[src/rtl/arbitre_piles.sv]
// -----------------------------------------------------------------------------
// arbitre_piles
//
// Shares a bank of NCOL brick-column height counters between two requesters:
// the player-drop path (adds a brick) and the clear/gravity path (removes a
// brick). One request is granted at a time. An accepted request produces a
// single one-cycle plus/moins pulse followed by a mandatory low gap cycle and
// then a one-cycle acknowledge. Requests that would overflow (height >= HMAX)
// or underflow (height == 0) are acknowledged immediately with rej=1.
//
// Optional feature macro: ARB_RR_EN
//   defined   : round-robin between drop and clear on conflicts
//   undefined : fixed priority, clear always wins over drop
//
// Parameters
//   NCOL : number of columns (>= 2)
//   HMAX : maximum column height (<= 7, counters are 3 bits)
//
// Ports
//   clk       : clock, everything on posedge
//   reset     : synchronous active-high reset
//   drop_req  : level request to add a brick, held until drop_ack
//   drop_col  : target column of the drop
//   clear_req : level request to remove a brick, held until clear_ack
//   clear_col : target column of the clear
//   hauteurs  : column heights, column k at [3k+2:3k]
//   plus      : one-hot increment pulse to the column counters
//   moins     : one-hot decrement pulse to the column counters
//   drop_ack  : one-cycle end of a drop transaction
//   clear_ack : one-cycle end of a clear transaction
//   rej       : valid with an ack, high when the request was refused
//   busy      : high whenever the controller is not idle
// -----------------------------------------------------------------------------
module arbitre_piles #(
  parameter int NCOL = 4,
  parameter int HMAX = 7
) (
  input  logic                    clk,
  input  logic                    reset,
  input  logic                    drop_req,
  input  logic [$clog2(NCOL)-1:0] drop_col,
  input  logic                    clear_req,
  input  logic [$clog2(NCOL)-1:0] clear_col,
  input  logic [3*NCOL-1:0]       hauteurs,
  output logic [NCOL-1:0]         plus,
  output logic [NCOL-1:0]         moins,
  output logic                    drop_ack,
  output logic                    clear_ack,
  output logic                    rej,
  output logic                    busy
);

  localparam int         CW     = $clog2(NCOL);
  localparam logic [2:0] HMAX_H = 3'(HMAX);

  typedef enum logic [1:0] {
    S_IDLE,
    S_ISSUE,
    S_GAP,
    S_ACK
  } state_e;

  // Transaction state
  state_e          state_q,    state_d;
  logic            is_clear_q, is_clear_d;
  logic [CW-1:0]   col_q,      col_d;
  logic            refuse_q,   refuse_d;

`ifdef ARB_RR_EN
  // 1 = drop is favoured on the next conflict, 0 = clear is favoured
  logic            rr_q,       rr_d;
`endif

  // Registered outputs
  logic [NCOL-1:0] plus_q,      plus_d;
  logic [NCOL-1:0] moins_q,     moins_d;
  logic            drop_ack_q,  drop_ack_d;
  logic            clear_ack_q, clear_ack_d;
  logic            rej_q,       rej_d;
  logic            busy_q,      busy_d;

  // Arbitration helpers
  logic [2:0]      h_arr [NCOL];
  logic            grant_clear;
  logic [CW-1:0]   sel_col;
  logic [2:0]      sel_h;
  logic [NCOL-1:0] col_onehot;

  always_comb begin
    for (int unsigned k = 0; k < NCOL; k++) begin
      h_arr[k] = hauteurs[3*k +: 3];
    end
  end

  // ---------------------------------------------------------------------------
  // State register
  // ---------------------------------------------------------------------------
  always_ff @(posedge clk) begin
    if (reset) begin
      state_q     <= S_IDLE;
      is_clear_q  <= 1'b0;
      col_q       <= '0;
      refuse_q    <= 1'b0;
`ifdef ARB_RR_EN
      rr_q        <= 1'b0;
`endif
      plus_q      <= '0;
      moins_q     <= '0;
      drop_ack_q  <= 1'b0;
      clear_ack_q <= 1'b0;
      rej_q       <= 1'b0;
      busy_q      <= 1'b0;
    end else begin
      state_q     <= state_d;
      is_clear_q  <= is_clear_d;
      col_q       <= col_d;
      refuse_q    <= refuse_d;
`ifdef ARB_RR_EN
      rr_q        <= rr_d;
`endif
      plus_q      <= plus_d;
      moins_q     <= moins_d;
      drop_ack_q  <= drop_ack_d;
      clear_ack_q <= clear_ack_d;
      rej_q       <= rej_d;
      busy_q      <= busy_d;
    end
  end

  // ---------------------------------------------------------------------------
  // Next-state logic: arbitration, latching and overflow/underflow decision
  // ---------------------------------------------------------------------------
  always_comb begin
    state_d    = state_q;
    is_clear_d = is_clear_q;
    col_d      = col_q;
    refuse_d   = refuse_q;
`ifdef ARB_RR_EN
    rr_d       = rr_q;
    // Clear wins unless drop is also pending and currently favoured
    grant_clear = clear_req && !(drop_req && rr_q);
`else
    grant_clear = clear_req;
`endif
    sel_col = grant_clear ? clear_col : drop_col;
    sel_h   = h_arr[sel_col];

    case (state_q)
      S_IDLE: begin
        if (drop_req || clear_req) begin
          is_clear_d = grant_clear;
          col_d      = sel_col;
          refuse_d   = grant_clear ? (sel_h == 3'd0) : (sel_h >= HMAX_H);
          state_d    = refuse_d ? S_ACK : S_ISSUE;
`ifdef ARB_RR_EN
          // Pointer only moves on a real conflict, towards the loser
          if (drop_req && clear_req) begin
            rr_d = grant_clear;
          end
`endif
        end
      end
      S_ISSUE: state_d = S_GAP;
      S_GAP:   state_d = S_ACK;
      S_ACK:   state_d = S_IDLE;
      default: state_d = S_IDLE;
    endcase
  end

  // ---------------------------------------------------------------------------
  // Output logic: decoded from the upcoming state so every output is a flop
  // ---------------------------------------------------------------------------
  always_comb begin
    plus_d      = '0;
    moins_d     = '0;
    drop_ack_d  = 1'b0;
    clear_ack_d = 1'b0;
    rej_d       = 1'b0;
    busy_d      = (state_d != S_IDLE);
    col_onehot  = {{(NCOL-1){1'b0}}, 1'b1} << col_d;

    case (state_d)
      S_ISSUE: begin
        if (is_clear_d) begin
          moins_d = col_onehot;
        end else begin
          plus_d  = col_onehot;
        end
      end
      S_ACK: begin
        clear_ack_d = is_clear_d;
        drop_ack_d  = !is_clear_d;
        rej_d       = refuse_d;
      end
      default: ;
    endcase
  end

  assign plus      = plus_q;
  assign moins     = moins_q;
  assign drop_ack  = drop_ack_q;
  assign clear_ack = clear_ack_q;
  assign rej       = rej_q;
  assign busy      = busy_q;

endmodule

[config.mk]
export PLATFORM = sky130hd
export DESIGN_NAME = arbitre_piles
export DESIGN_NICKNAME = d
export VERILOG_FILES = /design/src/rtl/arbitre_piles.sv
export SDC_FILE = /design/constraint.sdc
export NUM_CORES = 1
export LEC_CHECK = 0
export ABC_AREA = 1
export BUFFER_PORTS_ARGS = -buffer_cell sky130_fd_sc_hd__buf_2
export CAP_MARGIN = 20
export CORE_ASPECT_RATIO = 0.75
export CORE_UTILIZATION = 45
export DETAILED_ROUTE_END_ITERATION = 12
export PLACE_DENSITY = 0.7
export SETUP_SLACK_MARGIN = 0.4
export SYNTH_ARGS = -nofsm -noshare
export SYNTH_HDL_FRONTEND = slang
export SYNTH_SLANG_ARGS = --single-unit
[constraint.sdc]
create_clock -name clk -period 1.7 [get_ports clk]
set_input_delay 0.085 -clock clk [delete_from_list [all_inputs] [get_ports clk]]
set_output_delay 0.085 -clock clk [all_outputs]
set_load 0.01 [all_outputs]
# Word-level counts from Yosys, hierarchy flattened
# Index checks and enable logic that the tools add are counted.
op_classes:
  bitwise_logic: 4
  div_mod_pow: 0
  n_addsub: 0
  n_lt_le_gt_ge: 2
  mul: 0
  n_eq_ne: 5
  muxes: 14
  reduce_logical: 8
  shifts: 1
ops:
  columns: ["op", "n"]
  rows:
  - ["2-to-1 mux 2 bit", 5]
  - ["one-hot mux 2 bit (4 select lines)", 1]
  - ["binary-select mux 3 bit (select 2 bit)", 1]
  - ["equality test 2 bit, second input constant", 3]
  - ["greater-or-equal comparator 3 bit, second input constant", 2]
  - ["2-to-1 mux 3 bit", 2]
  - ["OR reduction 3 bit", 2]
  - ["2-to-1 mux 1 bit", 5]
  - ["equality test 2 x 1 -> 1 bit, second input constant", 2]
  - ["left shift 1 x 2 -> 4 bit, first input constant", 1]
  - ["zero test 3 bit", 1]
  - ["NOT 1 bit", 3]
  - ["NOT 2 -> 3 bit", 1]
  - ["zero test 2 bit", 1]
  - ["nonzero test 2 bit", 1]
  - ["OR reduction 2 bit", 1]
  - ["zero test 1 bit", 1]
  - ["logical OR 1 bit", 1]
word_totals:
  register_bits: 18
  inputBits: 20
  ram_bits: 0
  memories: 0
  rom_bits: 0
  word_cells: 44
  latch_bits: 0

# Logic depth before layout (Yosys ltp)
depth:
  word_depth: 13
  mapped_depth: 15

# Least setup slack after synthesis
# Ideal clock, no wire load.
synth_path:
  path_type: "register -> register"
  start: "register state_q[1]"
  end: "register moins_q[0] (netlist: moins[0])"
  period_less_slack_ps: 1422
  slack_ps: 278
  t_required_ps: 1636
  path_buffers: 0
  stages_incl_launch_ff: 12
  arrival_ps: 1358
  cell_sequence: "dfxtp_1 inv_1 ha_1 nand2_1 inv_1 o21ai_0 inv_1 nor2_1 nand2_1 inv_1 nand2_4 nor2_1"
synth_between:
  elab_chain_len: 5
  elab_cells_between_ends: 13
  classes_between: "4 x eq/ne; 1 x shift; 4 x mux; 2 x bitwise; 2 x reduce/logical"
synth_rtl:
  columns: ["element", "line", "rtl"]
  rows:
  - ["from (decl)", "64", "state_e state_q, state_d;"]
  - ["from (signal assigned)", "114", "state_q <= state_d;"]
  - ["equality test 2 bit, or another cell as far along", "148", "case (state_q)"]
  - ["one-hot mux 2 bit (4 select lines)", "148", null]
  - ["equality test 2 x 1 -> 1 bit", "182", "case (state_d)"]
  - ["NOT 1 bit (no source line)", null, null]
  - ["OR reduction 3 bit (no source line)", null, null]
  - ["to (signal assigned)", "122", "moins_q <= moins_d;"]
  - ["to (decl)", "76", "logic [NCOL-1:0] moins_q, moins_d;"]
# Parallel ways exist; a longest one is shown, timed or not.
# A chain may end at the register's enable or synchronous reset.

# Worst setup path in the final report
layout_path:
  start: "register state_q[1]"
  end: "register busy_q (netlist: busy)"
layout_between:
  elab_chain_len: 3
  elab_cells_between_ends: 7
  classes_between: "3 x eq/ne; 2 x mux; 2 x reduce/logical"
layout_rtl:
  columns: ["element", "line", "rtl"]
  rows:
  - ["equality test 2 bit, or another cell as far along", "148", null]
  - ["one-hot mux 2 bit (4 select lines) (*)", "148", null]
  - ["nonzero test 2 bit (*)", "179", "busy_d = (state_d != S_IDLE);"]
  - ["to (signal assigned)", "126", "busy_q <= busy_d;"]
  - ["to (decl)", "80", "logic busy_q, busy_d;"]
# Mark *: on every way between the ends. The rest lies on a longest branch, timed or not.

==> results.md <==
* Final setup viols at 0
* Yosys reg bits at 18
* Worst-Skew Late Latency at 0.29 ns
* Vias in the first global route at 886
* Sequential cell area at 365 sq um
* Final Wtd Congestion at 0.854
* FP Rows at 14
* NumNets Final at 207
* Htree depth at 1
* Starting density of the core at 48.8%
* Core Area at 2050 sq um
* Most frequent cells in the layout: nand2_1, buf_2, dfxtp_1, nand3_1, inv_1
* Critical-path top delay cell: dfxtp_4
* YS warnings at 0
* Sequential-to-total area share from yosys stat at 36.0%
* Routed vias/inst at 4.76
* Syn_area_per_cell at 7.25 sq um
* Hold Crit Class: in -> reg
* Power density of the placed cells at 1540 nW/um^2
* Routed Antenna Nets at 0
* Cell variety after synth at 22
* Worst Path Class, Setup: reg -> reg
* Slew Limit Fails at 0
* Ant. Diodes at 0
* Critical Path AT at 1.67 ns
* CP most frequent cell: buf_4
* Post-Syn Nets at 161
* GR Overflow Total at 0
* Layout fillers at 161
* GRT Total Usage at 19.1%
* CP Depth at 10
* Final WL at 2.14 mm
* Multi-input gate area at 673 sq um
* Largest net degree at the start of global routing at 11
* Layout cell share with drive strength beyond 1 at 50.3%
* Skew final at 0.00125 ns
* Register-to-Register Path Depth at 10
* CP peak stage delay at 0.37 ns
* Root Driver: clkbuf_4
* TritonCTS Sinks at 18
* Worst setup SP type: flip-flop
* Routed vias at 986
* Top post-synthesis cells by area: dfxtp_1, nand2_1, inv_1
* Die outline width at 56.5 microns
* RSZ-0062 raised after global routing: yes
* Detailed Route Iter0 Violations at 22
* I/O pins at 32
* Syn Std Cell Area at 1000 sq um
* Post-synthesis cell count at 138
* Crit path cell chain: buf_4, ha_4, nor2_4, a31oi_4, inv_2, nor2_4, inv_2, buf_4, buf_4, nand2_1
* Hold_buf cts at 0
* CTS Buf Count at 3
* CP delay by family, top: buffers and inverters
* PortBufs at 31
* TritonCTS clock tree: done
* Initial antenna violation count at 0
* Max-cap violations at 0
* Period utilization at 83.7%
* P&R area growth vs syn at 43.0%
* Synth area leader: dfxtp_1
* CP Capture Type: flip-flop
* Fmax at 703 MHz
* Die area at 2420 sq um
* Final worst path period need at 1.42 ns
* Buf+Inv Stages, Crit Path at 5
* Crit-path max FO at 3
* Leading cell type in the layout, fill and taps excluded: nand2_1
* DRC viols at 0
* DP HPWL at 1.64 mm
* Drt wl/cell at 10.3 microns
* Final Power at 2.20 mW
* Deepest clock path buffer count at 2
* Status: complete, no violations
* Hold_ws at 0.0796 ns
* Peak VDD IR at 0.00140 V
* Die Ht at 42.8 microns
* WP data required at 1.94 ns
* Reg clk slew, reported paths at 0.10 ns
* Final hold violations at 0
* Pin slew with the least headroom to its limit at 0.384 ns
* Hold path depth at 2
* Setup_tns at 0 ns
* Relative slew slack at 74.3%
* TritonRoute pass-1 iters at 4
* Static leakage at 0.747 nW
* Synth top area share at 36.0%
* First-pass GRT wire length at 3.62 mm
-- path summary, 6_finish.rpt --
check                   to  slack, ns        from
hold / removal    col_q[0]       0.08       reset
hold reg to reg   refuse_q       0.51    refuse_q
setup / recovery      busy       0.28  state_q[1]
setup reg to reg      busy       0.28  state_q[1]
-- registers in the layout, summed over array words and instances (netlist names) --
register / count
clear_ack: 1
rej: 1
moins: 4
col_q: 2
is_clear_q: 1
plus: 4
refuse_q: 1
drop_ack: 1
state_q: 2
busy: 1
-- cell usage after synthesis --
master and n:
nand2_1 39, inv_1 20, dfxtp_1 18, nor2_1 17
nand3_1 15, nand2_4 4, nand3_2 4, ha_1 3
o21ai_0 3, nand2_2 2, nand2_8 2, a21boi_0 1
a21oi_1 1, a31oi_1 1, buf_6 1, inv_6 1
nand3b_1 1, nand4_1 1, nor2_2 1, o21ai_2 1
o21ai_4 1, or2_2 1
-- logic make-up (layout without fill, tap and decap cells) --
group                    Yosys count  count (layout)  share of synthesized area [%]
AO/OA/AOI/OAI                      8               8                           5.88
adder cells (fa/ha/maj)            3               3                           3.75
buffers and inverters             22              67                           9.50
flip-flops                        18              18                           36.0
AND/OR/NAND/NOR                   87              87                           44.9
-- final cells by class --
cell class | instances | area share (%)
clock buffers | 4 | 2.53
inverters | 21 | 6.21
multi-input cells | 98 | 47.0
flip-flops and latches | 18 | 25.5
well taps | 24 | 2.10
repair buffers | 42 | 16.6
-- stage by stage --
| step | setup WS, ns | instances | util, % | instance area, sq um |
|---|---|---|---|---|
| 4_1_cts | 0.290 | 202 | 66.4 | 1360 |
| 3_3_place_gp | 0.230 | 192 | 60.4 | 1240 |
| 2_1_floorplan | 0.369 | 138 | - | 1060 |
| 6_report | 0.277 | 207 | 69.8 | 1430 |
| 5_1_grt | 0.200 | 207 | 69.8 | 1430 |
| 3_5_place_dp | 0.197 | 192 | 60.4 | 1240 |
-- worst reg2reg max path, stage by stage, from the launching register on --
cell and delay [ns]:
dfxtp_4 0.37, buf_4 0.12, ha_4 0.13, nor2_4 0.04, a31oi_4 0.17, inv_2 0.07, nor2_4 0.12, inv_2 0.06
buf_4 0.13, buf_4 0.12, nand2_1 0.05
-- timing repair --
item                                    in CTS  in global routing
pin swaps                                   10                 13
resized for setup                           13                 13
endpoints found under the setup margin      10                 14
gates cloned                                 0                  0
setup buffers                                6                  5
-- power by group --
| group | switching [mW] | internal [mW] | total, mW |
|---|---|---|---|
| logic | 0.744 | 0.614 | 1.36 |
| clock network | 0.126 | 0.130 | 0.257 |
| registers | 0.0449 | 0.539 | 0.584 |
-- layer usage --
layer  share of wire, %  track usage [%]
met5                  0                0
met4               0.37             2.93
met3                6.3             8.54
met2                 46             30.1
met1                 47             24.6
Note: power is estimated with default switching activity, not from simulation.
